`config.mk`:
```
export PLATFORM = sky130hd
export DESIGN_NAME = exe_divider
export DESIGN_NICKNAME = d
export VERILOG_FILES = /design/src/rtl/CPU_Defines.sv /design/src/rtl/exe_divider.sv
export SDC_FILE = /design/constraint.sdc
export NUM_CORES = 1
export LEC_CHECK = 0
export ABC_AREA = 0
export CORE_ASPECT_RATIO = 2
export CORE_MARGIN = 5
export CORE_UTILIZATION = 52
export DETAILED_ROUTE_END_ITERATION = 8
export GPL_ROUTABILITY_DRIVEN = 1
export PLACE_DENSITY = 0.77
export SYNTH_ARGS = -nofsm -noshare
export SYNTH_HDL_FRONTEND = slang
export SYNTH_SLANG_ARGS = --single-unit
```
`constraint.sdc`:
```
create_clock -name clk -period 5 [get_ports clk]
set_input_delay 0.75 -clock clk [delete_from_list [all_inputs] [get_ports clk]]
set_output_delay 0.75 -clock clk [all_outputs]
set_load 0.02 [all_outputs]
```
`src/rtl/CPU_Defines.sv`:
```
// Shared CPU definitions: pipeline enums used across execute-stage units.
package CPU_Defines;

  // Multi-cycle divider sequencing.
  typedef enum logic [1:0] {
    IDLE = 2'd0,
    RUN  = 2'd1,
    DONE = 2'd2
  } DivState_t;

  // Destination class of a register-file write.
  typedef enum logic [1:0] {
    RW_NONE = 2'd0,
    RW_GPR  = 2'd1,
    RW_HILO = 2'd2,
    RW_CP0  = 2'd3
  } RegsWrType;

endpackage

```
`src/rtl/exe_divider.sv`:
```
// Execute-stage DIV/DIVU unit: 32-step radix-2 restoring divider on operand
// magnitudes, with sign fix-up, divide-by-zero result and flush support.
module exe_divider
  import CPU_Defines::*;
#(
  parameter int DIV_WIDTH = 32
) (
  input  logic                 clk,
  input  logic                 resetn,
  input  logic                 EXE_Div_Start,
  input  logic                 EXE_Div_Signed,
  input  logic [DIV_WIDTH-1:0] EXE_Div_A,
  input  logic [DIV_WIDTH-1:0] EXE_Div_B,
  input  logic                 EXE_Flush,
  output logic                 EXE_Div_Busy,
  output logic                 EXE_Div_Done,
  output logic [DIV_WIDTH-1:0] EXE_Div_Lo,
  output logic [DIV_WIDTH-1:0] EXE_Div_Hi
);

  localparam int unsigned W         = DIV_WIDTH;
  localparam logic [5:0]  LAST_STEP = 6'(DIV_WIDTH - 1);

  DivState_t      state_q, state_d;
  logic [5:0]     cnt_q, cnt_d;
  logic [W-1:0]   rem_q, rem_d;
  logic [W-1:0]   quo_q, quo_d;
  logic [W-1:0]   dvsr_q, dvsr_d;
  logic [W-1:0]   a_q, a_d;
  logic           signed_q, signed_d;
  logic           sign_a_q, sign_a_d;
  logic           sign_b_q, sign_b_d;
  logic           bzero_q, bzero_d;
  logic [W-1:0]   lo_q, lo_d;
  logic [W-1:0]   hi_q, hi_d;

  logic           accept;
  logic           in_sign_a, in_sign_b;
  logic [W-1:0]   abs_a, abs_b;
  logic [W:0]     rem_sh;
  logic [W:0]     diff;
  logic           borrow;
  logic [W-1:0]   rem_step, quo_step;
  logic [W-1:0]   q_fin, r_fin;

  assign accept = (state_q == IDLE) && EXE_Div_Start && !EXE_Flush;

  // State register.
  always_ff @(posedge clk) begin
    if (!resetn) state_q <= IDLE;
    else         state_q <= state_d;
  end

  // Next-state logic; flush wins over everything, including a same-cycle start.
  always_comb begin
    state_d = state_q;
    unique case (state_q)
      IDLE: if (accept) state_d = RUN;
      RUN: begin
        if (EXE_Flush)                state_d = IDLE;
        else if (cnt_q == LAST_STEP)  state_d = DONE;
      end
      DONE:    state_d = IDLE;
      default: state_d = IDLE;
    endcase
  end

  // Status outputs decoded from state; results come from held registers.
  always_comb begin
    EXE_Div_Busy = (state_q == RUN);
    EXE_Div_Done = (state_q == DONE);
    EXE_Div_Lo   = lo_q;
    EXE_Div_Hi   = hi_q;
  end

  // Operand magnitudes and one restoring step on the current partial remainder.
  always_comb begin
    in_sign_a = EXE_Div_Signed & EXE_Div_A[W-1];
    in_sign_b = EXE_Div_Signed & EXE_Div_B[W-1];
    abs_a     = in_sign_a ? (~EXE_Div_A + 1'b1) : EXE_Div_A;
    abs_b     = in_sign_b ? (~EXE_Div_B + 1'b1) : EXE_Div_B;

    rem_sh   = {rem_q, quo_q[W-1]};
    diff     = rem_sh - {1'b0, dvsr_q};
    // A set top bit in the shifted remainder already exceeds any divisor.
    borrow   = ~rem_sh[W] & diff[W];
    rem_step = borrow ? rem_sh[W-1:0] : diff[W-1:0];
    quo_step = {quo_q[W-2:0], ~borrow};

    q_fin = (signed_q & (sign_a_q ^ sign_b_q)) ? (~quo_step + 1'b1) : quo_step;
    r_fin = (signed_q & sign_a_q)              ? (~rem_step + 1'b1) : rem_step;
    if (bzero_q) begin
      q_fin = '1;
      r_fin = a_q;
    end
  end

  // Datapath next-state: latch on accept, iterate in RUN, publish on last step.
  always_comb begin
    cnt_d    = cnt_q;
    rem_d    = rem_q;
    quo_d    = quo_q;
    dvsr_d   = dvsr_q;
    a_d      = a_q;
    signed_d = signed_q;
    sign_a_d = sign_a_q;
    sign_b_d = sign_b_q;
    bzero_d  = bzero_q;
    lo_d     = lo_q;
    hi_d     = hi_q;
    if (accept) begin
      cnt_d    = '0;
      rem_d    = '0;
      quo_d    = abs_a;
      dvsr_d   = abs_b;
      a_d      = EXE_Div_A;
      signed_d = EXE_Div_Signed;
      sign_a_d = in_sign_a;
      sign_b_d = in_sign_b;
      bzero_d  = (EXE_Div_B == '0);
    end else if (state_q == RUN && !EXE_Flush) begin
      cnt_d = cnt_q + 6'd1;
      rem_d = rem_step;
      quo_d = quo_step;
      if (cnt_q == LAST_STEP) begin
        lo_d = q_fin;
        hi_d = r_fin;
      end
    end
  end

  // Datapath registers.
  always_ff @(posedge clk) begin
    if (!resetn) begin
      cnt_q    <= '0;
      rem_q    <= '0;
      quo_q    <= '0;
      dvsr_q   <= '0;
      a_q      <= '0;
      signed_q <= 1'b0;
      sign_a_q <= 1'b0;
      sign_b_q <= 1'b0;
      bzero_q  <= 1'b0;
      lo_q     <= '0;
      hi_q     <= '0;
    end else begin
      cnt_q    <= cnt_d;
      rem_q    <= rem_d;
      quo_q    <= quo_d;
      dvsr_q   <= dvsr_d;
      a_q      <= a_d;
      signed_q <= signed_d;
      sign_a_q <= sign_a_d;
      sign_b_q <= sign_b_d;
      bzero_q  <= bzero_d;
      lo_q     <= lo_d;
      hi_q     <= hi_d;
    end
  end

endmodule

```
==> results of run 1 <==
path summary, 6_finish.rpt:
path / endpoint / slack [ns] / depth (start not counted)
min: a_q[25] / 0.45 / 2
max: EXE_Div_Hi[20] / 0.47 / 19
max reg2reg: EXE_Div_Hi[20] / 0.47 / 19
min reg2reg: a_q[25] / 0.45 / 2
flip-flops by register name, indices dropped and copies added, names as in the netlist, 2 cells and up:
signal / flops
a_q: 32
quo_q: 32
dvsr_q: 32
rem_q: 32
state_q: 2
EXE_Div_Lo: 32
EXE_Div_Hi: 32
cnt_q: 6
per-stage QoR:
stage | setup slack, ns | instance area [um^2] | hold WS (ns) | instances | util [%]
after detailed placement | 0.5393 | 14430 | 0.4457 | 2088 | 58.84
after global routing | 0.2913 | 15160 | 0.4690 | 2125 | 61.83
final | 0.4715 | 15160 | 0.4548 | 2125 | 61.83
after global placement | 0.5945 | 14430 | 0.4412 | 2088 | 58.84
after CTS | 0.5038 | 15160 | 0.4544 | 2125 | 61.83
after floorplan | 0.3643 | 12940 | 0.4311 | 1715 | -
cells by family (layout without fill, tap and decap cells):
kind of cell	Yosys count	in the layout
adders and majority gates	38	38
xor gates and xnor gates	124	124
and+or+nand+nor	632	632
AOI/OAI and AO/OA	520	520
DFF	204	204
muxes	23	23
buffers and inverters	174	252
final cells by class:
type	instances	area share, %
Multi-Input combinational cell	1337	54.05
Sequential cell	204	26.94
Timing Repair Buffer	155	9.934
Tap cell	332	2.739
Inverter	60	1.493
Clock inverter	12	1.147
Clock buffer	25	3.696
cells in the mapped netlist (10+ instances only):
master    instances
a211oi_1         51
a21oi_1         181
a311oi_1         31
a31oi_1          17
and2_1           15
and3_1           20
buf_1            10
buf_2            11
clkbuf_1         90
dfxtp_1         204
ha_1             37
inv_1            58
mux2i_1          17
nand2_1         245
nand3_1          16
nand4_1          17
nor2_1          179
nor3_1           45
nor4_1           18
o211a_1          11
o211ai_1         30
o21a_1           13
o21ai_0          94
o31ai_1          13
or3_1            20
xnor2_1          54
xor2_1           70
power breakdown:
part	internal (mW)	leakage [nW]	switching, mW
clock network	1.01	0.348	0.706
logic	0.486	3.60	0.852
registers	1.68	1.66	0.0552
total	3.18	5.61	1.61
per-layer routing:
layer	share of wire, %	vias to the layer above	track usage, %
met3	5.3	164	4.047
li1	-	6267	-
met1	34	6184	29.97
met5	0	-	0
met2	52	464	56.02
met4	9.6	0	25.67
worst register-to-register path, stage by stage (launching register included):
cell      delay, ns
dfxtp_1        0.39
inv_1          0.06
ha_1           0.22
fa_1           0.44
nor2b_4        0.15
o31a_4         0.17
o21ai_4        0.08
o211ai_4       0.26
a31o_4         0.40
nand2_1        0.09
o21ai_0        0.16
ha_1           0.31
nand2_1        0.07
a221oi_1       0.22
and4b_1        0.22
mux2_2         0.20
nand3_1        0.14
o41a_1         0.44
mux2_1         0.31
a21oi_1        0.11
==> metrics.cfg, run 1 <==
[critical_path]
crit_fanout=17
end_kind=flop
slowest_delay_ns=0.44
path_cells=inv_1, ha_1, fa_1, nor2b_4, o31a_4, o21ai_4, o211ai_4, a31o_4, nand2_1, o21ai_0, ha_1, nand2_1, a221oi_1, and4b_1, mux2_2, nand3_1, o41a_1, mux2_1, a21oi_1
path_buf_inv=1
crit_family=compound AO/OA/AOI/OAI gates
worst_ep_required_time_ns=5.45
cp-start-kind=flop
critPathLaunch=quo_q[31]
reg2reg_from=quo_q[31]
critical_path_class=reg -> reg
arrival_ns=4.98
worst_path_max_delay_cell=fa_1

[sta]
clock_skew_ns=0.01923
worst_pin_slew_ns=0.9402
final-hold-violation-count=0
period_share_pct=90.57
setup_tns_ns=0
max-slew-margin-rel_pct=37.17
grt_setup_unrepaired=false
min_period_ns=4.528
max_freq_mhz=220.8
setup_violations=0
slew_viol_final=0

[drt]
drt-initial-drc-count=846
vias=13079
dr.pass1.iters=8
wl_per_cell_um=21.08
drc=0
final_antenna_net_count=0
viasPerCell=6.155
wirelength_mm=44.80

[floorplanning]
coreArea_um2=24530
placement_rows=81
die_w_um=121.6
io_pins=135
start_util_pct=52.78
die_area_um2=28340
die_y_um=233.1

[worst_hold_path]
min-delay-start=a_q[25]
hp-class=reg -> reg

[pwr]
irDropWorstVdd_uv=234.0
power_density_nw_per_um2=315.9
finalPower_mw=4.791
leakagePower_nw=5.612

[logic_synthesis]
netlist_top_cells_area=dfxtp_1 32%, nand2_1 7.1%, a21oi_1 7.0%, nor2_1 5.2%, xor2_1 4.7%
syn_inst=1715
synthSimpleGateAreaFrac_pct=22.69
syn_area_um2=12940
synthAdderAreaFrac_pct=3.731
synth_cell_type_count=91
synth-compound-area-share_pct=26.34
ys_ff_latch=204
synthMuxAreaShare_pct=1.972
synth_edf_count=0
synth-main-ff-cell=dfxtp_1
yosysSeqAreaShare_pct=31.55
synth_area_leader_cell=dfxtp_1
synth_top_area_share_pct=31.55
synthArstFlopShare_pct=0
syn_nets=1822
synth_top_family_by_area=compound AO/OA/AOI/OAI gates
syn_avg_cell_area_um2=7.548
synthXorXnorAreaFrac_pct=8.390
yosys_warnings=0

[finish]
drive_gt1_share_pct=5.745
mostFrequentLayoutCells=245 x nand2_1, 203 x dfxtp_1, 181 x a21oi_1
multiInputGateArea_um2=8197
nNetsFinal=1886
final-seq-area_um2=4085
areaGrowthSynthToFinish_pct=17.15
n_fill_cell=2291
final_common_cell=nand2_1
n_antenna_cell=0

[cts]
ctsRootBufferMaster=clkbuf_16
ctsHoldBuffers=0
post_cts_resized=0
cts_tree=yes
postCtsSetupBuffers=0
clkSinkCount=204
worstSkewPairLatency_ns=0.52
clk_path_buf_depth=3
htreeDepth=1
cts_buffers=21
clk_pin_slew_ns=0.07

[global_route]
grt_overflow=0
grt_pass1_vias=12767
grt_usage_pct=30.72
grt_pass1_wl_mm=68.19
grt_max_degree=101
antenna_found_initial=0

[placement]
io_buffers=134
hpwl_mm=33.39
gp_congestion=0.9788

[outcome]
status=finished, final reports clean

[flow_run]
drv_cap=0

Power figures use the tool's default switching activity.
==> inputs of run 2 (changes only) <==
--- a/config.mk
+++ b/config.mk
@@ -8,10 +8,11 @@
 export ABC_AREA = 0
 export CORE_ASPECT_RATIO = 2
 export CORE_MARGIN = 5
-export CORE_UTILIZATION = 52
+export CORE_UTILIZATION = 54
+export CTS_BUF_LIST = sky130_fd_sc_hd__clkbuf_4 sky130_fd_sc_hd__clkbuf_8
 export DETAILED_ROUTE_END_ITERATION = 8
 export GPL_ROUTABILITY_DRIVEN = 1
-export PLACE_DENSITY = 0.77
+export PLACE_DENSITY = 0.8
 export SYNTH_ARGS = -nofsm -noshare
 export SYNTH_HDL_FRONTEND = slang
 export SYNTH_SLANG_ARGS = --single-unit
==> run 2 against run 1 <==
Clock power down 7%. Maximum frequency up 2.5%. Die area down 3.5%. Setup slack better by 0.11 ns. Sequential power about the same. Sequential share of layout area up 0.16 points. Non-clock buffer count down 1. Clock skew up 0.011 ns. Clock-buffer cell count up 20. Critical path depth unchanged. Via count up 0.65%. Critical path type unchanged. Cell count down 1.3%.
==> metrics.cfg, run 2 (synthesis results as in run 1) <==
[outcome]
status=finished, final reports clean

[placement]
gp_congestion=0.9729  ; -0.60%
io_buffers=134  ; unchanged
hpwl_mm=33.38  ; about the same

[critical_path]
cp-start-kind=flop
r2r-end=EXE_Div_Hi[20]
reg2reg_from=quo_q[31]
reg2reg_depth=19  ; unchanged
end_kind=flop
arrival_ns=4.95  ; -0.03 ns
reg2reg_setup_slack_ns=0.58  ; +0.11 ns
critical_path_class=reg -> reg
worst_ep_required_time_ns=5.54  ; +0.09 ns
crit_fanout=13  ; -4

[floorplanning]
die_y_um=229.0  ; -1.8%
die_w_um=119.5  ; -1.7%
coreArea_um2=23720  ; -3.3%
die_area_um2=27360  ; -3.5%
placement_rows=80  ; -1.2%
start_util_pct=54.57  ; +1.8 points
io_pins=135  ; unchanged

[flow_run]
drv_cap=0  ; unchanged

[cts]
clk_pin_slew_ns=0.08  ; about the same
cts_buffers=30  ; +43%
ctsHoldBuffers=0  ; unchanged
clk_path_buf_depth=3  ; unchanged
clkSinkCount=204  ; unchanged
postCtsSetupBuffers=0  ; unchanged
htreeDepth=1  ; unchanged
ctsRootBufferMaster=clkbuf_8
worstSkewPairLatency_ns=0.61  ; +0.09 ns
post_cts_resized=0  ; unchanged
cts_tree=yes

[drt]
viasPerCell=6.278  ; +2.0%
wirelength_mm=44.84  ; about the same
vias=13164  ; +0.65%
drc=0  ; unchanged
dr.pass1.iters=5  ; -3
final_antenna_net_count=0  ; unchanged
wl_per_cell_um=21.38  ; +1.4%
drt-initial-drc-count=796  ; -5.9%

[worst_hold_path]
hp-class=reg -> reg
min-delay-start=a_q[7]
hold_depth=2  ; unchanged
hold_end=a_q[7]

[sta]
final-hold-violation-count=0  ; unchanged
period_share_pct=88.38  ; -2.2 points
min_period_ns=4.419  ; -0.1095 ns
setup_tns_ns=0  ; unchanged
fin_hold_ws_ns=0.4542  ; -0.0006380 ns
clock_skew_ns=0.02994  ; +0.01071 ns
worst_pin_slew_ns=1.007  ; +0.06724 ns
grt_setup_unrepaired=false
setup_violations=0  ; unchanged
max_freq_mhz=226.3  ; +2.5%
max-slew-margin-rel_pct=32.84  ; -4.3 points
slew_viol_final=0  ; unchanged

[pwr]
power_density_nw_per_um2=309.6  ; -2.0%
irDropWorstVdd_uv=274.1  ; +17%
leakagePower_nw=5.636  ; +0.44%

[finish]
final_common_cell=nand2_1
final-seq-area_um2=4085  ; unchanged
n_fill_cell=2112  ; -7.8%
n_antenna_cell=0  ; unchanged
nNetsFinal=1894  ; +0.42%
areaGrowthSynthToFinish_pct=16.47
drive_gt1_share_pct=6.740  ; +1.0 points
mostFrequentLayoutCells=245 x nand2_1, 203 x dfxtp_1, 181 x a21oi_1
multiInputGateArea_um2=8197  ; unchanged

[global_route]
grt_usage_pct=31.92  ; +1.2 points
use_met1_pct=30.84  ; +0.88 points
grt_pass1_vias=13081  ; +2.5%
met3_usage_pct=4.359  ; +0.31 points
grt_pass1_wl_mm=69.65  ; +2.1%
gr-max-usage-layer=met2
grt_use_met2_pct=57.58  ; +1.6 points
antenna_found_initial=0  ; unchanged
grt_max_degree=101  ; unchanged
grt_overflow=0  ; unchanged

==> run 2: area by class of cell <==
cell class	count	share of cell area, %
Clock inverter	10	0.8548
Clock buffer	45	3.859
Sequential cell	204	27.10
Tap cell	287	2.382
Inverter	60	1.502
Multi-Input combinational cell	1337	54.36
Timing Repair Buffer	154	9.942
==> run 2: where the power goes <==
group | switching [mW] | leakage [nW] | internal (mW)
sequential | 0.0560 | 1.66 | 1.68
combinational | 0.851 | 3.60 | 0.483
clock | 0.695 | 0.378 | 0.901
==> run 2: worst max-delay path by stage <==
stage              start        endpoint  cells past startpoint
2_1_floorplan  quo_q[31]  EXE_Div_Hi[20]                     23
3_3_place_gp   quo_q[31]  EXE_Div_Hi[20]                     19
3_5_place_dp   quo_q[31]  EXE_Div_Hi[20]                     19
4_1_cts        quo_q[31]  EXE_Div_Hi[20]                     19
5_1_grt        quo_q[31]  EXE_Div_Hi[22]                     19
6_report       quo_q[31]  EXE_Div_Hi[20]                     19
==> run 2: routing by layer <==
metal / vias up / share of wire, %
li1: 6284 / -
met5: - / 0
met4: 0 / 11
met1: 6189 / 33
met3: 201 / 5.2
met2: 490 / 51
==> run 2: stage by stage <==
stage	std cells	setup slack (ns)	instance area [um^2]	utilization (%)	power, mW
after floorplan	1715	0.3643	12940	-	2.687
after global placement	2042	0.7069	14370	60.56	3.063
after detailed placement	2042	0.6204	14370	60.56	3.073
after CTS	2097	0.6018	15080	63.55	4.666
after global routing	2097	0.2521	15080	63.55	4.865
final	2097	0.5810	15080	63.55	4.668
==> run 2: worst max-delay path: stages, from the launching register on <==
cell and delay (ns):
dfxtp_1 0.37, inv_1 0.06, ha_1 0.22, fa_1 0.44
nor2b_4 0.15, o31a_4 0.17, o21ai_4 0.08, o211ai_4 0.25
a31o_4 0.35, nand2_1 0.08, o21ai_0 0.14, ha_1 0.30
nand2_1 0.07, a221oi_1 0.20, and4b_1 0.23, mux2_2 0.20
nand3_1 0.15, o41a_1 0.44, mux2_1 0.32, a21oi_1 0.13
